[src/rtl/exe_fwd_hazard_ctrl_if.sv]
`default_nettype none
// ============================================================================
//  Module      : exe_fwd_hazard_ctrl_if
//  Description : ID-stage, branch and memory status into the execute-stage
//                controller; operand selects and pipeline control back out.
//  Revision    : 1.0 - initial release
// ============================================================================
interface exe_fwd_hazard_ctrl_if #(
    parameter int CNT_W = 16
);
    logic             id_valid;
    logic [3:0]       id_src1;
    logic [3:0]       id_src2;
    logic             id_two_src;
    logic             id_wb_en;
    logic [3:0]       id_dest;
    logic             id_mem_r_en;
    logic             id_mem_w_en;
    logic             b_taken;
    logic             mem_ready;
    logic [1:0]       sel_src1;
    logic [1:0]       sel_src2;
    logic             hazard_stall;
    logic             flush;
    logic             freeze;
    logic [CNT_W-1:0] stall_cnt;

    modport master (
        output id_valid, id_src1, id_src2, id_two_src, id_wb_en, id_dest,
               id_mem_r_en, id_mem_w_en, b_taken, mem_ready,
        input  sel_src1, sel_src2, hazard_stall, flush, freeze, stall_cnt
    );

    modport slave (
        input  id_valid, id_src1, id_src2, id_two_src, id_wb_en, id_dest,
               id_mem_r_en, id_mem_w_en, b_taken, mem_ready,
        output sel_src1, sel_src2, hazard_stall, flush, freeze, stall_cnt
    );
endinterface
`default_nettype wire

[src/rtl/exe_fwd_hazard_ctrl.sv]
`default_nettype none
// ============================================================================
//  Module      : exe_fwd_hazard_ctrl
//  Description : Execute-stage forwarding selects, load-use stall, branch
//                flush, memory-wait freeze and saturating stall counter.
//  Revision    : 1.0 - initial release
// ============================================================================
module exe_fwd_hazard_ctrl #(
    parameter bit FWD_EN = 1'b1,
    parameter int CNT_W  = 16
) (
    input  wire logic             clk,
    input  wire logic             rst,
    exe_fwd_hazard_ctrl_if.slave  bus
);

    localparam logic [1:0] c_SEL_RF  = 2'd0;
    localparam logic [1:0] c_SEL_ALU = 2'd1;
    localparam logic [1:0] c_SEL_WB  = 2'd2;

    logic             r_e_valid;
    logic [3:0]       r_e_dest;
    logic             r_e_wb;
    logic             r_e_mr;
    logic             r_e_mw;
    logic             r_m_valid;
    logic [3:0]       r_m_dest;
    logic             r_m_wb;
    logic             r_m_mop;
    logic [1:0]       r_sel_src1;
    logic [1:0]       r_sel_src2;
    logic [CNT_W-1:0] r_stall_cnt;

    logic             w_freeze;
    logic             w_flush;
    logic             w_stall;
    logic             w_e_hit1;
    logic             w_e_hit2;
    logic             w_m_hit1;
    logic             w_m_hit2;
    logic [1:0]       w_nsel1;
    logic [1:0]       w_nsel2;

    assign w_freeze = r_m_valid & r_m_mop & ~bus.mem_ready;
    assign w_flush  = bus.b_taken & ~w_freeze;

    // Per-source producer hits; src2 only counts when the instruction reads it.
    assign w_e_hit1 = r_e_valid & r_e_wb & (bus.id_src1 == r_e_dest);
    assign w_e_hit2 = r_e_valid & r_e_wb & bus.id_two_src & (bus.id_src2 == r_e_dest);
    assign w_m_hit1 = r_m_valid & r_m_wb & (bus.id_src1 == r_m_dest);
    assign w_m_hit2 = r_m_valid & r_m_wb & bus.id_two_src & (bus.id_src2 == r_m_dest);

    generate
        if (FWD_EN) begin : g_fwd
            assign w_stall = bus.id_valid & ~w_freeze & ~w_flush & r_e_mr
                           & (w_e_hit1 | w_e_hit2);
            // EXE result reaches the mux from MEM next cycle; MEM result from WB.
            assign w_nsel1 = w_e_hit1 ? c_SEL_ALU : (w_m_hit1 ? c_SEL_WB : c_SEL_RF);
            assign w_nsel2 = w_e_hit2 ? c_SEL_ALU : (w_m_hit2 ? c_SEL_WB : c_SEL_RF);
        end else begin : g_no_fwd
            assign w_stall = bus.id_valid & ~w_freeze & ~w_flush
                           & (w_e_hit1 | w_e_hit2 | w_m_hit1 | w_m_hit2);
            assign w_nsel1 = c_SEL_RF;
            assign w_nsel2 = c_SEL_RF;
        end
    endgenerate

    always_ff @(posedge clk) begin
        if (rst) begin
            r_e_valid   <= 1'b0;
            r_e_dest    <= 4'd0;
            r_e_wb      <= 1'b0;
            r_e_mr      <= 1'b0;
            r_e_mw      <= 1'b0;
            r_m_valid   <= 1'b0;
            r_m_dest    <= 4'd0;
            r_m_wb      <= 1'b0;
            r_m_mop     <= 1'b0;
            r_sel_src1  <= c_SEL_RF;
            r_sel_src2  <= c_SEL_RF;
            r_stall_cnt <= '0;
        end else if (!w_freeze) begin
            r_m_valid <= r_e_valid;
            r_m_dest  <= r_e_dest;
            r_m_wb    <= r_e_wb;
            r_m_mop   <= r_e_mr | r_e_mw;
            if (w_flush || w_stall) begin
                r_e_valid  <= 1'b0;
                r_sel_src1 <= c_SEL_RF;
                r_sel_src2 <= c_SEL_RF;
                if (w_stall && (r_stall_cnt != '1)) begin
                    r_stall_cnt <= r_stall_cnt + 1'b1;
                end
            end else begin
                r_e_valid  <= bus.id_valid;
                r_e_dest   <= bus.id_dest;
                r_e_wb     <= bus.id_wb_en;
                r_e_mr     <= bus.id_mem_r_en;
                r_e_mw     <= bus.id_mem_w_en;
                r_sel_src1 <= w_nsel1;
                r_sel_src2 <= w_nsel2;
            end
        end
    end

    assign bus.sel_src1     = r_sel_src1;
    assign bus.sel_src2     = r_sel_src2;
    assign bus.hazard_stall = w_stall;
    assign bus.flush        = w_flush;
    assign bus.freeze       = w_freeze;
    assign bus.stall_cnt    = r_stall_cnt;

endmodule
`default_nettype wire

[src/flat_wrapper.sv]
// flat-port wrapper written by rule: the top's interface ports become plain ports
module exe_fwd_hazard_ctrl_flat 
#(
    parameter bit FWD_EN = 1'b1,
    parameter int CNT_W  = 16
)
  (clk, rst, bus_id_valid, bus_id_src1, bus_id_src2, bus_id_two_src, bus_id_wb_en, bus_id_dest, bus_id_mem_r_en, bus_id_mem_w_en, bus_b_taken, bus_mem_ready, bus_sel_src1, bus_sel_src2, bus_hazard_stall, bus_flush, bus_freeze, bus_stall_cnt);
  exe_fwd_hazard_ctrl_if #(.CNT_W(CNT_W)) bus_i ();
  input  wire logic clk;
  input  wire logic rst;
  input wire logic [$bits(bus_i.id_valid)-1:0] bus_id_valid;
  input wire logic [$bits(bus_i.id_src1)-1:0] bus_id_src1;
  input wire logic [$bits(bus_i.id_src2)-1:0] bus_id_src2;
  input wire logic [$bits(bus_i.id_two_src)-1:0] bus_id_two_src;
  input wire logic [$bits(bus_i.id_wb_en)-1:0] bus_id_wb_en;
  input wire logic [$bits(bus_i.id_dest)-1:0] bus_id_dest;
  input wire logic [$bits(bus_i.id_mem_r_en)-1:0] bus_id_mem_r_en;
  input wire logic [$bits(bus_i.id_mem_w_en)-1:0] bus_id_mem_w_en;
  input wire logic [$bits(bus_i.b_taken)-1:0] bus_b_taken;
  input wire logic [$bits(bus_i.mem_ready)-1:0] bus_mem_ready;
  output wire logic [$bits(bus_i.sel_src1)-1:0] bus_sel_src1;
  output wire logic [$bits(bus_i.sel_src2)-1:0] bus_sel_src2;
  output wire logic [$bits(bus_i.hazard_stall)-1:0] bus_hazard_stall;
  output wire logic [$bits(bus_i.flush)-1:0] bus_flush;
  output wire logic [$bits(bus_i.freeze)-1:0] bus_freeze;
  output wire logic [$bits(bus_i.stall_cnt)-1:0] bus_stall_cnt;
  assign bus_i.id_valid = bus_id_valid;
  assign bus_i.id_src1 = bus_id_src1;
  assign bus_i.id_src2 = bus_id_src2;
  assign bus_i.id_two_src = bus_id_two_src;
  assign bus_i.id_wb_en = bus_id_wb_en;
  assign bus_i.id_dest = bus_id_dest;
  assign bus_i.id_mem_r_en = bus_id_mem_r_en;
  assign bus_i.id_mem_w_en = bus_id_mem_w_en;
  assign bus_i.b_taken = bus_b_taken;
  assign bus_i.mem_ready = bus_mem_ready;
  assign bus_sel_src1 = bus_i.sel_src1;
  assign bus_sel_src2 = bus_i.sel_src2;
  assign bus_hazard_stall = bus_i.hazard_stall;
  assign bus_flush = bus_i.flush;
  assign bus_freeze = bus_i.freeze;
  assign bus_stall_cnt = bus_i.stall_cnt;
  exe_fwd_hazard_ctrl #(.FWD_EN(FWD_EN), .CNT_W(CNT_W)) u_core (.clk(clk), .rst(rst), .bus(bus_i));
endmodule
[config.mk]
export PLATFORM = sky130hd
export DESIGN_NAME = exe_fwd_hazard_ctrl_flat
export DESIGN_NICKNAME = d
export VERILOG_FILES = /design/src/rtl/exe_fwd_hazard_ctrl_if.sv /design/src/rtl/exe_fwd_hazard_ctrl.sv /design/src/flat_wrapper.sv
export SDC_FILE = /design/constraint.sdc
export NUM_CORES = 1
export LEC_CHECK = 0
export ABC_AREA = 1
export CAP_MARGIN = 10
export CORE_MARGIN = 2
export CORE_UTILIZATION = 55
export CTS_CLUSTER_SIZE = 24
export DETAILED_ROUTE_END_ITERATION = 16
export PLACE_DENSITY = 0.85
export RECOVER_POWER = 50
export SYNTH_ARGS = -nofsm -noshare
export SYNTH_HDL_FRONTEND = slang
export SYNTH_SLANG_ARGS = --single-unit
[constraint.sdc]
create_clock -name clk -period 2.47 [get_ports clk]
set_clock_uncertainty 0.15 [all_clocks]
set_input_delay 0.247 -clock clk [delete_from_list [all_inputs] [get_ports clk]]
set_output_delay 0.247 -clock clk [all_outputs]
set_load 0.005 [all_outputs]
==> results of run 1 <==
[registers in the layout, indices dropped and copies added (netlist names)]
signal,cells
u_core.r_e_mr,1
u_core.bus.stall_cnt,16
u_core.r_e_dest,4
u_core.bus.sel_src1,2
u_core.r_e_wb,1
u_core.r_m_valid,1
u_core.r_e_mw,1
u_core.bus.sel_src2,2
u_core.r_e_valid,1
u_core.r_m_wb,1
u_core.r_m_mop,1
u_core.r_m_dest,4
[where the power goes]
part	internal, uW	total, uW	switching (uW)
Sequential	579	593	14.1
Clock	403	620	217
Combinational	60.8	124	63.0
Total	1040	1340	294
[cell usage in the layout (no fill, tap or decap), drive strengths merged, types with 4 or more instances in the layout]
master,instances
o21ai,9
nand2,99
xor2,4
dlygate4sd3,20
clkbuf,7
nand3,23
xnor2,7
nor2,49
inv,33
buf,5
dfxtp,35
nand4,20
a21oi,31
nand3b,6
clkdlybuf4s50,23
[through the flow]
step | hold WS, ns | worst slack, ns | area (um2)
after global placement | 0.3006 | 0.2420 | 2638
after global routing | 0.3436 | 0.1098 | 2766
after CTS | 0.3201 | 0.2264 | 2774
final | 0.3149 | 0.2341 | 2766
after detailed placement | 0.3090 | 0.2267 | 2638
after floorplan | 0.1594 | 0.7247 | 2167
[metal layers]
metal / GRT usage [%] / vias to the layer above / share of wire, %
li1: - / 1160 / -
met1: 38.23 / 1034 / 47
met2: 42.25 / 59 / 46
met3: 4.899 / 7 / 6.1
met4: 7.653 / 0 / 0.81
met5: 0 / - / 0
[critical path, cell delays in order]
cell,delay (ns)
sky130_fd_sc_hd__clkdlybuf4s50_1,0.51
sky130_fd_sc_hd__inv_1,0.05
sky130_fd_sc_hd__nand2_1,0.05
sky130_fd_sc_hd__nand2_1,0.05
sky130_fd_sc_hd__nor2_1,0.13
sky130_fd_sc_hd__nand3_2,0.14
sky130_fd_sc_hd__nand2_4,0.10
sky130_fd_sc_hd__nand2_4,0.05
sky130_fd_sc_hd__inv_2,0.04
sky130_fd_sc_hd__clkdlybuf4s50_1,0.48
[final cells by class]
| cell class | instances | area (um2) |
|---|---|---|
| Multi-Input combinational cell | 249 | 1265 |
| Sequential cell | 35 | 700.7 |
| Clock buffer | 5 | 68.82 |
| Tap cell | 48 | 60.06 |
| Clock inverter | 3 | 67.56 |
| Timing Repair Buffer | 50 | 475.5 |
| Fill cell | 321 | 949.7 |
| Inverter | 34 | 128.9 |
[worst max path at each step]
stage                     slack (ns)                  endpoint                    start  cells after the start
final                           0.23          bus_hazard_stall           bus_id_src2[3]                     10
after global routing            0.11  u_core.bus.stall_cnt[15]  u_core.bus.stall_cnt[0]                      9
after CTS                       0.23          bus_hazard_stall           bus_id_src2[3]                     10
after detailed placement        0.23          bus_hazard_stall           bus_id_src2[3]                     10
after global placement          0.24          bus_hazard_stall           bus_id_src2[3]                     10
after floorplan                 0.72   u_core.bus.stall_cnt[2]  u_core.bus.stall_cnt[0]                      9
[kinds of logic (layout without fill, tap and decap cells)]
logic type                 count (synthesis)  in the layout  synth area share [%]
DFF                                       35             35                 32.33
adders and majority gates                  1              1                0.5773
AOI/OAI and AO/OA                         40             40                 10.97
and+or+nand+nor                          197            197                 42.38
buffers and inverters                     45             92                 9.295
xor gates and xnor gates                  11             11                 4.446
==> impl_metrics.py, run 1 <==
metrics = {
    "placed_design": {
        "detailed_place_hpwl_um": 4019,
        "buffer_ports.inserted": 43,
        "placed_cells": 416,
        "place_congestion": 0.9511,
    },
    "yosys": {
        "async_flop_share_pct": 0,
        "synth_top_area_share_pct": 32.33,
        "yosys.area.top_type": "sky130_fd_sc_hd__dfxtp_1",
        "yosysMostFrequentCell": "sky130_fd_sc_hd__nand2_1",
        "synthesis.yosys.warnings": 0,
        "yosysSeqAreaShare_pct": 32.33,
        "synth-seq-cells": 35,
        "synth.cells.most_frequent": "90 x sky130_fd_sc_hd__nand2_1, 45 x sky130_fd_sc_hd__nor2_1, 35 x sky130_fd_sc_hd__dfxtp_1",
        "netlist-cell-type-count": 27,
        "synthesis.nets": 351,
        "synth.area.top_cells": "sky130_fd_sc_hd__dfxtp_1 32%, sky130_fd_sc_hd__nand2_1 16%, sky130_fd_sc_hd__nor2_1 7.8%, sky130_fd_sc_hd__nand4_1 5.8%, sky130_fd_sc_hd__a21oi_1 4.8%",
        "average_footprint_of_a_synthesized_cell_um2": 6.587,
        "synthesis.instances": 329,
        "synth-edff-count": 0,
        "ys_dominant_reg_cell": "sky130_fd_sc_hd__dfxtp_1",
        "syn-cell-area_um2": 2167,
    },
    "critical_path": {
        "reg_to_reg_endpoint": "u_core.bus.stall_cnt[15]",
        "r2r_cells": 9,
        "reg2reg_from": "u_core.bus.stall_cnt[0]",
        "crit_required_ns": 2.07,
        "reg2reg_slack_ns": 0.30,
        "critical_path.startpoint_type": "input pin",
        "crit_type": "in2out",
        "crit_fanout": 3,
        "cp.arrival_ns": 1.84,
        "endpoint_kind": "output port",
    },
    "hold_path": {
        "timing.hold.worst_endpoint": "u_core.bus.sel_src2[1]",
        "hold_path_depth": 2,
        "worstHoldStart": "u_core.bus.sel_src2[1]",
        "worstHoldPathType": "reg2reg",
    },
    "pwr": {
        "power_density_nw_per_um2": 483.0,
        "fin_total_pwr_uw": 1336,
        "leakagePower_uw": 0.001141,
        "ir_worst_vdd_uv": 395.2,
    },
    "die": {
        "fp.dieArea_um2": 4458,
        "design.portCount": 44,
        "start_util_pct": 58.32,
        "die_x_um": 66.77,
        "coreArea_um2": 3716,
        "die_h_um": 66.77,
        "rows": 22,
    },
    "cts": {
        "cts_root_buffer": "sky130_fd_sc_hd__clkbuf_8",
        "clock-sinks": 35,
        "number_of_clock_buffers_inserted_by_tritoncts": 5,
        "cts_repair_resize_count": 0,
        "cts-hold-fix-buffers": 0,
        "cts_tree": "done",
        "ctsLongestPathBuffers": 2,
        "path_clk_slew_ns": 0.07,
        "htree_levels": 2,
        "clkLatencyLatePin_ns": 0.29,
        "post_cts_repair_setup_buffers": 0,
    },
    "route": {
        "num_vias": 2260,
        "drt_wl_total_um": 5399,
        "post_drt_via_cell_ratio": 5.330,
        "drtAntennaViolNets": 0,
        "detail_route.iter0.violations": 122,
        "route.detailed.wl_per_inst_um": 12.73,
        "drt-pass1-iter-count": 4,
        "drc": 0,
    },
    "grt": {
        "antenna_found_initial": 0,
        "grt_remaining_overflow": 0,
        "first_global_vias": 1997,
        "grt_pass1_wl_um": 9246,
        "globalRouteTotalUtil_pct": 27.13,
        "grt_max_degree": 20,
    },
    "final_layout": {
        "final_core_utilization_pct": 74.44,
        "antenna-diode-count": 0,
        "area_growth_pct": 27.66,
        "final_cell_count_no_fill": 424,
        "layout-drive-gt1-share_pct": 11.97,
        "nets": 397,
    },
    "flow_run": {
        "cap_violations": 0,
    },
    "run_status": {
        "run_status": "completed",
    },
    "timing": {
        "final_max_slew_viol_count": 0,
        "max_freq_mhz": 447.3,
        "final.setup.tns_ns": 0,
        "period_needed_ns": 2.236,
        "number_of_endpoints_with_negative_hold_slack_in_the_final_report": 0,
        "finalSetupViolations": 0,
        "rsz0062_at_grt": "no",
        "timing.max_slew.rel_slack_pct": 52.77,
        "final_min_period_over_clock_period_pct": 90.52,
        "tightest_slew_ns": 0.7084,
    },
}
(Power assumes the default switching activity.)
==> run 2: changes to the inputs <==
--- a/config.mk
+++ b/config.mk
@@ -16,3 +16,4 @@
 export SYNTH_ARGS = -nofsm -noshare
 export SYNTH_HDL_FRONTEND = slang
 export SYNTH_SLANG_ARGS = --single-unit
+export TNS_END_PERCENT = 100
==> results of run 2 <==
No change in the layout: final DEF, timing and power equal those of run 1.
==> run 3: changes to the inputs <==
--- a/config.mk
+++ b/config.mk
@@ -6,6 +6,7 @@
 export NUM_CORES = 1
 export LEC_CHECK = 0
 export ABC_AREA = 1
+export ABC_CLOCK_PERIOD_IN_PS = 2470
 export CAP_MARGIN = 10
 export CORE_MARGIN = 2
 export CORE_UTILIZATION = 55
==> results of run 3 <==
No change in the layout: final DEF, timing and power equal those of run 1.
